## src/rtl/pwm_multi_generator.sv

```systemverilog
`default_nettype none
// ============================================================================
// pwm_multi_generator : multi-channel PWM, shared period counter, double-
// buffered duty/period/mode. Define PWM_CENTER_ALIGN_EN for center alignment.
// Revision: 1.0
// ============================================================================
module pwm_multi_generator #(
    parameter int WIDTH    = 12,
    parameter int CHANNELS = 4,
    parameter int CH_W     = 2
) (
    input  logic                clk,
    input  logic                rst_n,
    input  logic [WIDTH-1:0]    wr_data,
    input  logic [CH_W-1:0]     wr_ch,
    input  logic [1:0]          sel,
    input  logic                wr_en,
    output logic [CHANNELS-1:0] pwm_out,
    output logic                period_end
);

    localparam logic [WIDTH-1:0] c_zero       = '0;
    localparam logic [WIDTH-1:0] c_one        = WIDTH'(1);
    localparam logic [WIDTH-1:0] c_ones       = '1;
    localparam logic [1:0]       c_sel_duty   = 2'b00;
    localparam logic [1:0]       c_sel_period = 2'b01;

    logic [WIDTH-1:0]    r_cnt;
    logic [WIDTH-1:0]    r_period_sh;
    logic [WIDTH-1:0]    r_period_act;
    logic [CHANNELS-1:0] r_pwm_out;
    logic                r_period_end;
    logic [CHANNELS-1:0] w_cmp;
    logic                w_boundary;

    // Active registers load on the edge that ends a boundary cycle; a write on
    // that same edge only reaches the shadow.
    always_ff @(posedge clk or negedge rst_n) begin
        if (!rst_n) begin
            r_period_sh  <= c_ones;
            r_period_act <= c_ones;
        end else begin
            if (w_boundary) begin
                r_period_act <= r_period_sh;
            end
            if (wr_en && (sel == c_sel_period)) begin
                r_period_sh <= wr_data;
            end
        end
    end

`ifdef PWM_CENTER_ALIGN_EN
    localparam logic [1:0] c_sel_mode = 2'b10;

    logic r_mode_sh;
    logic r_mode_act;
    logic r_dir_down;
    logic w_edge_bnd;
    logic w_center_bnd;

    // Center boundary is the cycle whose successor count is 0.
    always_comb begin
        w_edge_bnd   = (r_cnt == r_period_act);
        w_center_bnd = (r_dir_down && (r_cnt == c_one)) ||
                       ((r_period_act <= c_one) && (r_cnt == r_period_act));
        w_boundary   = r_mode_act ? w_center_bnd : w_edge_bnd;
    end

    always_ff @(posedge clk or negedge rst_n) begin
        if (!rst_n) begin
            r_mode_sh  <= 1'b0;
            r_mode_act <= 1'b0;
            r_dir_down <= 1'b0;
            r_cnt      <= c_zero;
        end else begin
            if (wr_en && (sel == c_sel_mode)) begin
                r_mode_sh <= wr_data[0];
            end
            if (w_boundary) begin
                r_mode_act <= r_mode_sh;
                r_dir_down <= 1'b0;
                r_cnt      <= c_zero;
            end else if (!r_mode_act) begin
                r_cnt <= r_cnt + c_one;
            end else if (r_dir_down) begin
                r_cnt <= r_cnt - c_one;
            end else if (r_cnt == r_period_act) begin
                r_dir_down <= 1'b1;
                r_cnt      <= r_cnt - c_one;
            end else begin
                r_cnt <= r_cnt + c_one;
            end
        end
    end
`else
    assign w_boundary = (r_cnt == r_period_act);

    always_ff @(posedge clk or negedge rst_n) begin
        if (!rst_n) begin
            r_cnt <= c_zero;
        end else if (w_boundary) begin
            r_cnt <= c_zero;
        end else begin
            r_cnt <= r_cnt + c_one;
        end
    end
`endif

    for (genvar i = 0; i < CHANNELS; i++) begin : g_ch
        localparam logic [CH_W-1:0] c_idx = CH_W'(i);

        logic [WIDTH-1:0] r_duty_sh;
        logic [WIDTH-1:0] r_duty_act;

        always_ff @(posedge clk or negedge rst_n) begin
            if (!rst_n) begin
                r_duty_sh  <= c_zero;
                r_duty_act <= c_zero;
            end else begin
                if (w_boundary) begin
                    r_duty_act <= r_duty_sh;
                end
                if (wr_en && (sel == c_sel_duty) && (wr_ch == c_idx)) begin
                    r_duty_sh <= wr_data;
                end
            end
        end

        assign w_cmp[i] = (r_cnt < r_duty_act);
    end

    always_ff @(posedge clk or negedge rst_n) begin
        if (!rst_n) begin
            r_pwm_out    <= '0;
            r_period_end <= 1'b0;
        end else begin
            r_pwm_out    <= w_cmp;
            r_period_end <= w_boundary;
        end
    end

    assign pwm_out    = r_pwm_out;
    assign period_end = r_period_end;

endmodule
`default_nettype wire
```

## config.mk

```make
export PLATFORM = sky130hd
export DESIGN_NAME = pwm_multi_generator
export DESIGN_NICKNAME = d
export VERILOG_FILES = /design/src/rtl/pwm_multi_generator.sv
export SDC_FILE = /design/constraint.sdc
export NUM_CORES = 1
export LEC_CHECK = 0
export ABC_CLOCK_PERIOD_IN_PS = 2300
export BUFFER_PORTS_ARGS = -buffer_cell sky130_fd_sc_hd__clkbuf_2
export CORE_MARGIN = 2
export CORE_UTILIZATION = 35
export CTS_BUF_LIST = sky130_fd_sc_hd__clkbuf_16
export CTS_CLUSTER_DIAMETER = 40
export DETAILED_ROUTE_END_ITERATION = 8
export GPL_TIMING_DRIVEN = 1
export RECOVER_POWER = 50
export SYNTH_ARGS = -nofsm -noshare
export SYNTH_HDL_FRONTEND = slang
export SYNTH_SLANG_ARGS = --single-unit
export TNS_END_PERCENT = 30
```

## constraint.sdc

```tcl
create_clock -name clk -period 2.3 [get_ports clk]
set_input_delay 0 -clock clk [delete_from_list [all_inputs] [get_ports clk]]
set_output_delay 0 -clock clk [all_outputs]
set_load 0.005 [all_outputs]
```

# Yosys cells after proc, flatten, opt, wreduce, memory -nomap -nowiden
# Index checks and enable logic that the tools add are counted.
# Widths: inputs -> output; s select.
[classes]
n_lt_le_gt_ge = 4
reduce_logical = 8
muxes = 1
n_addsub = 1
eq_ne = 5
[op_table]
columns = ["cell", "n"]
rows = [
  ["$lt 12x12->1", 4],
  ["$add 12x1->12 const B", 1],
  ["$eq 12x12->1", 1],
  ["$mux 12", 1],
  ["$logic_and 1x1->1", 6],
  ["$eq 2x1->1 const B", 2],
  ["$eq 2x2->1 const B", 2],
  ["$logic_not 2->1", 2],
]
[totals]
register_bits = 137
word_cells = 32
out_inout_bits = 5

# Longest topological paths before layout
# Gate-level depths: netlist (run 1).
[depth]
ltp_word = 3
ltp_mapped = 8
mapped_depth_nobuf = 7

# Worst setup path after synthesis (run 1)
# No wires, ideal clock.
[synth_path]
path_kind = "reg-to-reg"
from = "register r_period_act[3]"
to = "register r_period_act[10]"
path_slack_ps = 713
period_less_slack_ps = 1587
path_stages_with_launch = 6
arrival_time_ps = 1505
path_cell_list = "dfstp_2 -> xnor2_1 -> nand4_1 -> nor3_2 -> buf_4 -> mux2_2"
[synth_between]
elab_chain_len = 1
[synth_rtl]
columns = ["item", "line_no", "source"]
rows = [
  ["start: declaration", "30", "logic [WIDTH-1:0] r_period_act;"],
  ["start signal: assignment", "41", "r_period_act <= c_ones;"],
  ["start signal: assignment", "44", "r_period_act <= r_period_sh;"],
  ["$eq 12x12->1", "96", "assign w_boundary = (r_cnt == r_period_act);"],
]
# No other way between the ends.
# A chain may end at the register's enable or synchronous reset.

# Worst setup path after layout (run 1)
[layout_path]
from = "register r_cnt[6]"
to = "register g_ch[2].r_duty_act[11]"
[layout_between]
elab_chain_len = 1
[layout_rtl]
columns = ["item", "line_no", "source"]
rows = [
  ["start: declaration", "28", "logic [WIDTH-1:0] r_cnt;"],
  ["start signal: assignment", "100", "r_cnt <= c_zero;"],
  ["start signal: assignment", "102", "r_cnt <= c_zero;"],
  ["start signal: assignment", "104", "r_cnt <= r_cnt + c_one;"],
  ["$eq 12x12->1", "96", ""],
  ["end signal: assignment", "118", "r_duty_act <= c_zero;"],
  ["end signal: assignment", "121", "r_duty_act <= r_duty_sh;"],
  ["end: declaration", "113", "logic [WIDTH-1:0] r_duty_act;"],
]
# No other way between the ends.

==> results of run 1 <==
==> through the flow <==
step	setup WS [ns]	hold slack [ns]
floorplan	0.713	-0.296
global placement	0.440	-0.0793
detailed placement	0.424	-0.0658
CTS	0.414	0.0554
global route	0.254	0.248
finish	0.424	0.234
==> area by class of cell <==
type	count	share of cell area, %
timing repair buffer	50	4.76
clock inverter	15	2.60
tap	225	3.79
clock buffer	17	5.73
multi-input combinational	327	34.1
inverter	48	2.43
sequential	137	46.6
==> synthesized netlist by cell type, types with 2 or more instances <==
| master | count | share of area [%] |
|---|---|---|
| o21ai_0 | 45 | 3.6 |
| nand3_1 | 10 | 0.80 |
| a21o_1 | 4 | 0.48 |
| nor2_1 | 25 | 1.5 |
| a211o_1 | 8 | 1.1 |
| inv_1 | 48 | 2.9 |
| o21ai_1 | 7 | 0.56 |
| a21oi_1 | 4 | 0.32 |
| mux2_2 | 72 | 13 |
| dfstp_2 | 24 | 10 |
| buf_4 | 7 | 0.84 |
| ha_1 | 45 | 9.0 |
| a211oi_1 | 8 | 0.96 |
| buf_2 | 11 | 0.88 |
| xor2_1 | 6 | 0.84 |
| xnor2_1 | 16 | 2.2 |
| dfrtp_1 | 113 | 45 |
| nand3b_1 | 2 | 0.24 |
| o211ai_1 | 4 | 0.48 |
| o22ai_1 | 4 | 0.40 |
| nand4_1 | 7 | 0.70 |
| nand2_1 | 50 | 3.0 |
| and3_1 | 4 | 0.40 |
==> layer usage <==
layer  wire (µm)  vias to the layer above  share of wire, %  track usage, %
met4         180                        0               1.3            5.22
met2        6770                       47                50            27.0
met1        6190                     2070                46            20.2
met3         405                       18               3.0            4.35
met5           0                        -                 0               0
li1            -                     1922                 -               -
==> cell usage in the layout (no fill, tap or decap), types with 2 or more instances in the layout <==
master / netlist / layout
a211o_1: 8 / 8
a211oi_1: 8 / 8
a21o_1: 4 / 4
a21oi_1: 4 / 4
and3_1: 4 / 4
buf_4: 7 / 9
bufinv_16: 0 / 5
clkbuf_1: 0 / 5
clkbuf_16: 0 / 17
clkbuf_2: 0 / 21
clkinv_1: 0 / 3
dfrtp_1: 113 / 113
dfstp_2: 24 / 24
dlygate4sd3_1: 0 / 13
ha_1: 45 / 45
inv_1: 48 / 53
mux2_2: 72 / 72
nand2_1: 50 / 50
nand3_1: 10 / 10
nand3b_1: 2 / 2
nand4_1: 7 / 7
nor2_1: 25 / 25
o211ai_1: 4 / 4
o21ai_0: 45 / 45
o21ai_1: 7 / 7
o22ai_1: 4 / 4
xnor2_1: 16 / 16
xor2_1: 6 / 6
==> registers in the layout (all words and copies together), names as in the netlist <==
register,cells
pwm_out,4
r_period_sh,12
r_cnt,12
g_ch.r_duty_sh,48
r_period_act,12
g_ch.r_duty_act,48
period_end,1
==> worst max path at each step <==
stage          cells past startpoint            start  slack [ns]                      to
6_report                           5         r_cnt[6]        0.42  g_ch[2].r_duty_act[11]
3_5_place_dp                       5         r_cnt[1]        0.42   g_ch[1].r_duty_act[8]
3_3_place_gp                       6         r_cnt[6]        0.44   g_ch[1].r_duty_act[7]
4_1_cts                            5         r_cnt[1]        0.41  g_ch[2].r_duty_act[11]
2_1_floorplan                      5  r_period_act[3]        0.71        r_period_act[10]
5_1_grt                            6         r_cnt[1]        0.25   g_ch[3].r_duty_act[8]
==> power groups by stage <==
stage / clock, mW / combinational, mW / sequential, mW
2_1_floorplan: 0 / 1.71 / 3.53
3_3_place_gp: 0 / 2.32 / 3.66
3_5_place_dp: 0 / 2.42 / 3.68
4_1_cts: 2.92 / 2.45 / 3.65
5_1_grt: 3.03 / 2.74 / 3.73
6_report: 2.87 / 2.39 / 3.64
==> tightest hold or removal path, cell delays in order <==
cell and delay [ns]:
clkbuf_2 0.12, nor2_1 0.05, buf_4 0.21, mux2_2 0.24
==> kinds of logic after synthesis <==
kind of cell,Yosys count
compound gates,84
mux,72
buf+inv,67
flops,137
xor+xnor,22
fa+ha+maj,45
simple gates,104
==> results by group, run 1 <==
Synthesis
  • Ys async rst share: 100%
  • Distinct cells, synth: 30
  • Register bit total from synthesis: 137
  • Mux cell area share after synthesis: 12.9%
  • Adder-Cell Fraction of Synth Area: 8.97%
  • Main synth FF type: dfrtp_1
  • Main combinational cell family by area after synthesis: multiplexers
  • Mean Syn Cell Area: 11.8 µm²
  • EDFF count, synth: 0
  • Syn Nets: 595
  • Cells after synthesis: 531
  • Part of the Yosys area used for sequential elements: 55.1%
  • XOR/XNOR share of the synthesized area: 3.07%
  • Synth Area in Simple Gates: 7.41%
  • Compound-cell area share of the yosys netlist: 7.89%
  • Area of the mapped netlist: 6280 µm²
  • Warnings from Yosys: 0

Routing
  • Antenna-violating nets left: 0
  • DRT iter0 DRCs: 226
  • Vias: 4057
  • Vias per inst: 4.95
  • Post-Route WL: 13500 µm
  • Drt wl/cell: 16.5 µm
  • First-pass DRT Iterations: 4
  • DRC viols: 0

Global route
  • Gr usage total: 16.1%
  • Via count of the first global-routing pass: 4357
  • GRT overflow: 0
  • Initial antenna violation count: 0
  • Global-route wire length before repair: 22500 µm
  • Pin count of the biggest net entering global routing: 99

Timing
  • Final period utilization: 81.6%
  • Unrepaired setup endpoints after global routing: false
  • Clock skew: 0.00841 ns
  • Slew Limit Headroom: 21.3%
  • Post-route setup TNS: 0 ns
  • Slew Limit Fails: 0
  • Crit path time final: 1.88 ns
  • # setup viols final: 0
  • Final hold violation count: 0
  • Fmax: 533 MHz
  • Worst-Margin Slew: 1.18 ns

Setup path
  • Worst r2r src: r_cnt[6]
  • CP Data Arrival Time: 2.16 ns
  • Max Fanout on Critical Path: 47
  • Crit path largest cell delay: 0.57 ns
  • Critical path endpoint category: register
  • Worst path bufs/invs: 1
  • Startpoint types: register
  • Cell family with most CP delay: flip-flops
  • Worst-case reg-to-reg path depth: 5
  • Slowest cell on the critical path: dfrtp_1
  • Kind of critical path: reg -> reg
  • Worst R2R Setup Slack: 0.42 ns
  • Required @ worst endpoint: 2.58 ns
  • Critical-path cell list: xnor2_1, nand4_1, nor3_4, buf_4, o21ai_0
  • FF-to-FF End: g_ch[2].r_duty_act[11]

Clock tree
  • Cts bufs inserted: 17
  • Worst-path clk slew: 0.06 ns
  • CTS sink count: 137
  • CTS tree: built
  • Setup bufs post-CTS: 0
  • Clock Latency Late Sink: 0.42 ns
  • Resize count post-CTS: 0
  • Cts-stage hold buffer count: 13
  • H-tree levels: 4
  • Root buffer cell: clkbuf_16
  • CTS Buffer Depth: 2

Placed design
  • Placed cell area: 6710 µm²
  • Cells after DPL: 774
  • RePlAce Congestion: 0.778
  • Count of input and output buffers: 23
  • Placed wire-length estimate: 9450 µm

Min path
  • Hold EP: g_ch[2].r_duty_sh[2]
  • Hold Crit Class: in -> reg
  • HP Start: wr_ch[0]
  • Hold path depth: 4

Power and ir drop
  • Internal: 6.22 mW
  • Leakage: 3.36 nW
  • Switching share of power: 30.1%
  • Power share of the clock group: 32.3%
  • Maximum vdd ir drop: 0.000592 V
  • PwrDens: 1200 nW/µm²
  • Combinational share of power: 26.8%
  • Switch Pwr: 2.68 mW
  • Part of the power in registers: 40.9%
  • Power, Total: 8.91 mW

Floorplanning
  • Std-Cell Core Area: 17400 µm²
  • Die height: 138 µm
  • Site row count: 48
  • Boundary Pins: 24
  • DIE WIDTH: 138 µm
  • Initial Utilization: 36.0%
  • Die area: 19000 µm²

Layout
  • Antenna Cells: 0
  • Util after Layout: 42.6%
  • Area grow syn2layout: 18.2%
  • Layout fillers: 1689
  • Nets@finish: 645
  • Multi-input gate area: 2530 µm²
  • Layout Cells excl Fill: 819
  • Share of cells above drive strength 1: 25.8%
  • Design Area, Final: 7420 µm²
  • Register area: 3460 µm²

Run
  • Max Cap Violations: 0

Status
  • Status: completed
Power figures use the tool's default switching activity.
==> inputs of run 2 (changes only) <==
--- a/config.mk
+++ b/config.mk
@@ -5,7 +5,7 @@
 export SDC_FILE = /design/constraint.sdc
 export NUM_CORES = 1
 export LEC_CHECK = 0
-export ABC_CLOCK_PERIOD_IN_PS = 2300
+export ABC_CLOCK_PERIOD_IN_PS = 1740
 export BUFFER_PORTS_ARGS = -buffer_cell sky130_fd_sc_hd__clkbuf_2
 export CORE_MARGIN = 2
 export CORE_UTILIZATION = 35
==> constraint.sdc (replaced) <==
create_clock -name clk -period 1.74 [get_ports clk]
set_input_delay 0 -clock clk [delete_from_list [all_inputs] [get_ports clk]]
set_output_delay 0 -clock clk [all_outputs]
set_load 0.005 [all_outputs]
==> results by group, run 2 (synthesized netlist as in run 1, its figures left out) <==
Power and ir drop
  • Maximum vdd ir drop: 0.000978 V (+65%)
  • Power, Total: 12.0 mW (+35%)
  • Leakage: 3.47 nW (+3.5%)
  • PwrDens: 1570 nW/µm² (+31%)

Routing
  • Antenna-violating nets left: 0 (unchanged)
  • DRT iter0 DRCs: 174 (-23%)
  • First-pass DRT Iterations: 4 (unchanged)
  • Post-Route WL: 14000 µm (+3.6%)
  • Drt wl/cell: 16.8 µm (+1.4%)
  • DRC viols: 0 (unchanged)
  • Vias per inst: 4.94 (-0.20%)
  • Vias: 4138 (+2.0%)

Floorplanning
  • DIE WIDTH: 138 µm (unchanged)
  • Initial Utilization: 36.0% (unchanged)
  • Site row count: 48 (unchanged)
  • Die area: 19000 µm² (unchanged)
  • Boundary Pins: 24 (unchanged)
  • Die height: 138 µm (unchanged)
  • Std-Cell Core Area: 17400 µm² (unchanged)

Global route
  • Met1 Use GR: 21.8% (+1.6 points)
  • Global-route wire length before repair: 23300 µm (+3.5%)
  • Met2 Resource Use GR: 26.2% (-0.77 points)
  • GRT Max-Usage Layer: met2
  • Via count of the first global-routing pass: 4430 (+1.7%)
  • Initial antenna violation count: 0 (unchanged)
  • GRT overflow: 0 (unchanged)
  • Gr usage total: 16.4% (+0.32 points)
  • Met3 GRT Util: 4.24% (-0.11 points)
  • Pin count of the biggest net entering global routing: 52 (-47%)

Layout
  • Area grow syn2layout: 22.2%
  • Most common cell after layout, fill and taps aside: dfrtp_1
  • Nets@finish: 663 (+2.8%)
  • Antenna Cells: 0 (unchanged)
  • Share of cells above drive strength 1: 29.9% (+4.1 points)
  • Design Area, Final: 7670 µm² (+3.4%)
  • Biggest regs: g_ch.r_duty_act (48), g_ch.r_duty_sh (48)
  • Commonest cells after routing, fill and taps aside: dfrtp_1, mux2_2, inv_1, nand2_1, ha_1

Placed design
  • Setup WS pre-CTS: -0.0431 ns (-0.467 ns)
  • Placed cell area: 6840 µm² (+2.1%)
  • Count of input and output buffers: 23 (unchanged)
  • Placed wire-length estimate: 10100 µm (+6.4%)
  • RePlAce Congestion: 0.829 (+6.6%)

Clock tree
  • CTS sink count: 137 (unchanged)
  • Cts bufs inserted: 17 (unchanged)
  • Clock Latency Late Sink: 0.42 ns (about the same)
  • Worst-path clk slew: 0.06 ns (about the same)
  • CTS tree: built
  • Root buffer cell: clkbuf_16
  • CTS Buffer Depth: 2 (unchanged)
  • H-tree levels: 4 (unchanged)

Timing
  • Final worst setup slack: -0.0377 ns (-0.462 ns)
  • Final period utilization: 102% (+21 points)
  • # setup viols final: 11 (+11)
  • Worst-Margin Slew: 1.27 ns (+0.0872 ns)
  • Fmax: 563 MHz (+5.5%)
  • Clock skew: 0.0106 ns (+0.00221 ns)
  • Slew Limit Headroom: 15.5% (-5.8 points)
  • Unrepaired setup endpoints after global routing: true
  • Crit path time final: 1.78 ns (-0.0984 ns)
  • Slew Limit Fails: 0 (unchanged)
  • Final hold violation count: 0 (unchanged)

Setup path
  • Critical path endpoint category: register
  • Kind of critical path: reg -> reg
  • Startpoint types: register
  • CP Data Arrival Time: 2.12 ns (-0.04 ns)
  • Required @ worst endpoint: 2.09 ns (-0.49 ns)
  • Max Fanout on Critical Path: 9 (-81%)

Run
  • Max Cap Violations: 0 (unchanged)

Min path
  • Hold Crit Class: in -> reg

Status
  • Status: finished with violations
  • Failing checks: setup timing
-- run 2: through the flow --
stage	util [%]	setup TNS (ns)	cells	hold WS (ns)
3_3_place_gp	39.3	-0.673	789	-0.0195
4_1_cts	43.9	-0.288	835	0.105
3_5_place_dp	39.3	-0.544	789	-0.0214
6_report	44.1	-0.264	837	0.162
5_1_grt	44.1	-3.38	837	0.183
2_1_floorplan	-	0	531	-0.296
-- run 2: worst max-delay path, cell delays in order, from the launching register on --
cell	delay (ns)
dfstp_2	0.57
xnor2_2	0.12
nand4_1	0.17
nor3_4	0.30
buf_6	0.20
mux2_2	0.34
-- run 2: area by class of cell --
type	instances	area (µm²)
clock buffers	17	425
fillers	1629	9740
inverters	48	180
clock inverters	15	206
multi-input cells	327	2580
well taps	225	282
flip-flops and latches	137	3460
repair buffers	68	538
-- run 2: routing by layer --
layer / vias to the layer above / routed length (µm)
met3: 24 / 577
met4: 0 / 283
met2: 72 / 6740
met5: - / 0
li1: 1959 / -
met1: 2083 / 6440
-- run 2: power breakdown --
part	switching [mW]	internal (mW)
clock	1.33	2.52
combinational	1.66	1.69
sequential	0.608	4.24
-- run 2: repair_timing --
item                                   in CTS  in global routing
hold buffers                               13                  0
setup endpoints to repair                  53                 70
endpoints found under the hold margin     167                  0
buffers inserted                            1                  2
resized for setup                          11                 27
pin swaps                                   1                  2
-- run 2: path summary, 6_finish.rpt --
path                       cells past startpoint                     end             startpoint  slack [ns]
min reg2reg                                    2  g_ch[2].r_duty_act[11]  g_ch[2].r_duty_sh[11]        0.48
max reg2reg                                    5         r_period_act[9]        r_period_act[5]       -0.04
max                                            5         r_period_act[9]        r_period_act[5]       -0.04
min in group asynchronous                      2    g_ch[3].r_duty_sh[0]                  rst_n        0.42
max in group asynchronous                      3                r_cnt[4]                  rst_n        0.30
min                                            4          r_period_sh[0]                  wr_en        0.16
==> inputs of run 3 (changes only) <==
--- a/config.mk
+++ b/config.mk
@@ -7,7 +7,6 @@
 export LEC_CHECK = 0
 export ABC_CLOCK_PERIOD_IN_PS = 1740
 export BUFFER_PORTS_ARGS = -buffer_cell sky130_fd_sc_hd__clkbuf_2
-export CORE_MARGIN = 2
 export CORE_UTILIZATION = 35
 export CTS_BUF_LIST = sky130_fd_sc_hd__clkbuf_16
 export CTS_CLUSTER_DIAMETER = 40
==> results by group, run 3 (synthesized netlist as in run 1, its figures left out) <==
Clock tree
  • CTS tree: built
  • Cts bufs inserted: 17 (unchanged)
  • H-tree levels: 4 (unchanged)
  • CTS sink count: 137 (unchanged)
  • Worst-path clk slew: 0.06 ns (about the same)
  • Clock Latency Late Sink: 0.42 ns (about the same)
  • CTS Buffer Depth: 2 (unchanged)
  • Root buffer cell: clkbuf_16

Global route
  • Via count of the first global-routing pass: 4354 (-1.7%)
  • Global-route wire length before repair: 22500 µm (-3.5%)
  • Initial antenna violation count: 0 (unchanged)
  • Pin count of the biggest net entering global routing: 55 (+5.8%)
  • GRT overflow: 0 (unchanged)
  • Gr usage total: 16.6% (+0.14 points)

Status
  • Status: finished with violations
  • Failing checks: setup timing

Routing
  • Antenna-violating nets left: 0 (unchanged)
  • Vias per inst: 4.97 (+0.51%)
  • Post-Route WL: 14300 µm (+2.1%)
  • Drt wl/cell: 17.1 µm (+1.7%)
  • DRT iter0 DRCs: 199 (+14%)
  • DRC viols: 0 (unchanged)
  • Vias: 4174 (+0.87%)
  • First-pass DRT Iterations: 4 (unchanged)

Setup path
  • Crit path largest cell delay: 0.55 ns (-0.02 ns)
  • FF-to-FF End: r_period_act[5]
  • Critical path endpoint category: register
  • Max Fanout on Critical Path: 6 (-3)
  • Startpoint types: register
  • Required @ worst endpoint: 2.09 ns (about the same)
  • Kind of critical path: reg -> reg
  • Worst R2R Setup Slack: -0.08 ns (-0.04 ns)
  • Slowest cell on the critical path: dfstp_2
  • Worst r2r src: r_period_act[7]
  • Worst-case reg-to-reg path depth: 6 (+1)
  • Critical-path cell list: xnor2_2, nand4_1, nor3_4, buf_4, buf_8, mux2_2
  • CP Data Arrival Time: 2.17 ns (+0.05 ns)

Timing
  • Final worst setup slack: -0.0809 ns (-0.0432 ns)
  • Clock skew: 0.0130 ns (+0.00234 ns)
  • Final period utilization: 105% (+2.5 points)
  • Hold slack final: 0.196 ns (+0.0346 ns)
  • Final hold violation count: 0 (unchanged)
  • Slew Limit Headroom: 37.7% (+22 points)
  • Fmax: 549 MHz (-2.4%)
  • Worst-Margin Slew: 0.934 ns (-0.333 ns)
  • Slew Limit Fails: 0 (unchanged)
  • Crit path time final: 1.82 ns (+0.0432 ns)
  • Unrepaired setup endpoints after global routing: true
  • # setup viols final: 24 (+13)

Min path
  • Hold EP: r_period_sh[4]
  • Hold path depth: 4 (unchanged)
  • Hold Crit Class: in -> reg
  • HP Start: wr_en

Layout
  • Layout Cells excl Fill: 840 (+0.36%)
  • Commonest cells after routing, fill and taps aside: dfrtp_1, mux2_2, inv_1, nand2_1, ha_1
  • Antenna Cells: 0 (unchanged)
  • Share of cells above drive strength 1: 30.2% (+0.34 points)
  • Most common cell after layout, fill and taps aside: dfrtp_1
  • Area grow syn2layout: 23.3%
  • Nets@finish: 666 (+0.45%)
  • Biggest regs: g_ch.r_duty_act (48), g_ch.r_duty_sh (48)

Placed design
  • Setup WS pre-CTS: -0.0295 ns (+0.0136 ns)
  • Count of input and output buffers: 23 (unchanged)
  • RePlAce Congestion: 0.839 (+1.1%)
  • Cells after DPL: 787 (-0.25%)
  • Placed wire-length estimate: 9790 µm (-2.7%)

Floorplanning
  • DIE WIDTH: 136 µm (-1.5%)
  • Site row count: 48 (unchanged)
  • Boundary Pins: 24 (unchanged)
  • Std-Cell Core Area: 17400 µm² (unchanged)
  • Initial Utilization: 36.0% (unchanged)
  • Die area: 18500 µm² (-2.9%)
  • Die height: 136 µm (-1.5%)

Power and ir drop
  • Leakage: 3.50 nW (+0.82%)
  • PwrDens: 1560 nW/µm² (-0.82%)
  • Maximum vdd ir drop: 0.000803 V (-18%)

Run
  • Max Cap Violations: 0 (unchanged)
==> run 3: cell types whose count changed in the layout (fill, tap and decap cells not counted), sizes merged <==
cell	delta
buf	+2
clkinv	-2
clkbuf	+1
inv	+1
clkinvlp	+1
==> run 3: timing repair <==
| action | in CTS | in global routing |
|---|---|---|
| endpoints found under the setup margin | 47 | 69 |
| hold buffers | 13 | 0 |
| setup buffers | 0 | 2 |
| cloned | 0 | 6 |
| pin swaps | 0 | 0 |
| endpoints found under the hold margin | 183 | 0 |
| resized for setup | 2 | 22 |
==> run 3: worst max path at each step <==
stage	slack [ns]	cells past startpoint	from	endpoint
5_1_grt	-0.15	6	r_cnt[7]	r_period_act[5]
2_1_floorplan	0.15	5	r_period_act[3]	r_period_act[10]
3_3_place_gp	0.007	6	r_cnt[1]	g_ch[1].r_duty_act[3]
4_1_cts	-0.03	7	r_period_act[10]	g_ch[1].r_duty_act[4]
3_5_place_dp	-0.03	5	r_cnt[1]	r_period_act[0]
6_report	-0.08	6	r_period_act[7]	r_period_act[5]
==> run 3: stage by stage <==
step | area, µm² | TNS [ns] | utilization, % | total power, mW
after floorplan | 6280 | 0 | - | 6.93
after global placement | 6820 | 0 | 39.1 | 7.99
after detailed placement | 6820 | -0.326 | 39.1 | 8.11
after CTS | 7580 | -0.380 | 43.5 | 12.1
after global routing | 7740 | -5.47 | 44.4 | 12.8
final | 7740 | -0.768 | 44.4 | 12.1
==> run 3: per-layer routing <==
layer	wire length (µm)	up-vias	global-route usage, %	share of wire, %
li1	-	1974	-	-
met4	221	0	7.04	1.5
met1	6640	2125	20.7	46
met2	7100	57	27.5	50
met5	0	-	0	0
met3	379	18	3.62	2.6
==> run 3: area by class of cell <==
cell class                      instances  area [µm²]
Clock buffer                           17         425
Clock inverter                         15         210
Fill cell                            1610        9680
Inverter                               48         180
Multi-Input combinational cell        327        2550
Sequential cell                       137        3460
Tap cell                              225         282
Timing Repair Buffer                   71         633
==> run 3: report_power, final <==
group          switching (mW)  leakage (nW)  internal (mW)
combinational            1.73          1.50           1.67
sequential              0.562          1.70           4.23
clock                    1.34         0.305           2.52
==> run 3: critical path, delay by kind of cell, from the launching register on <==
family / cells / cell delay [ns]
flops: 1 / 0.55
simple gates: 2 / 0.46
mux: 1 / 0.33
buf+inv: 2 / 0.29
xor+xnor: 1 / 0.12
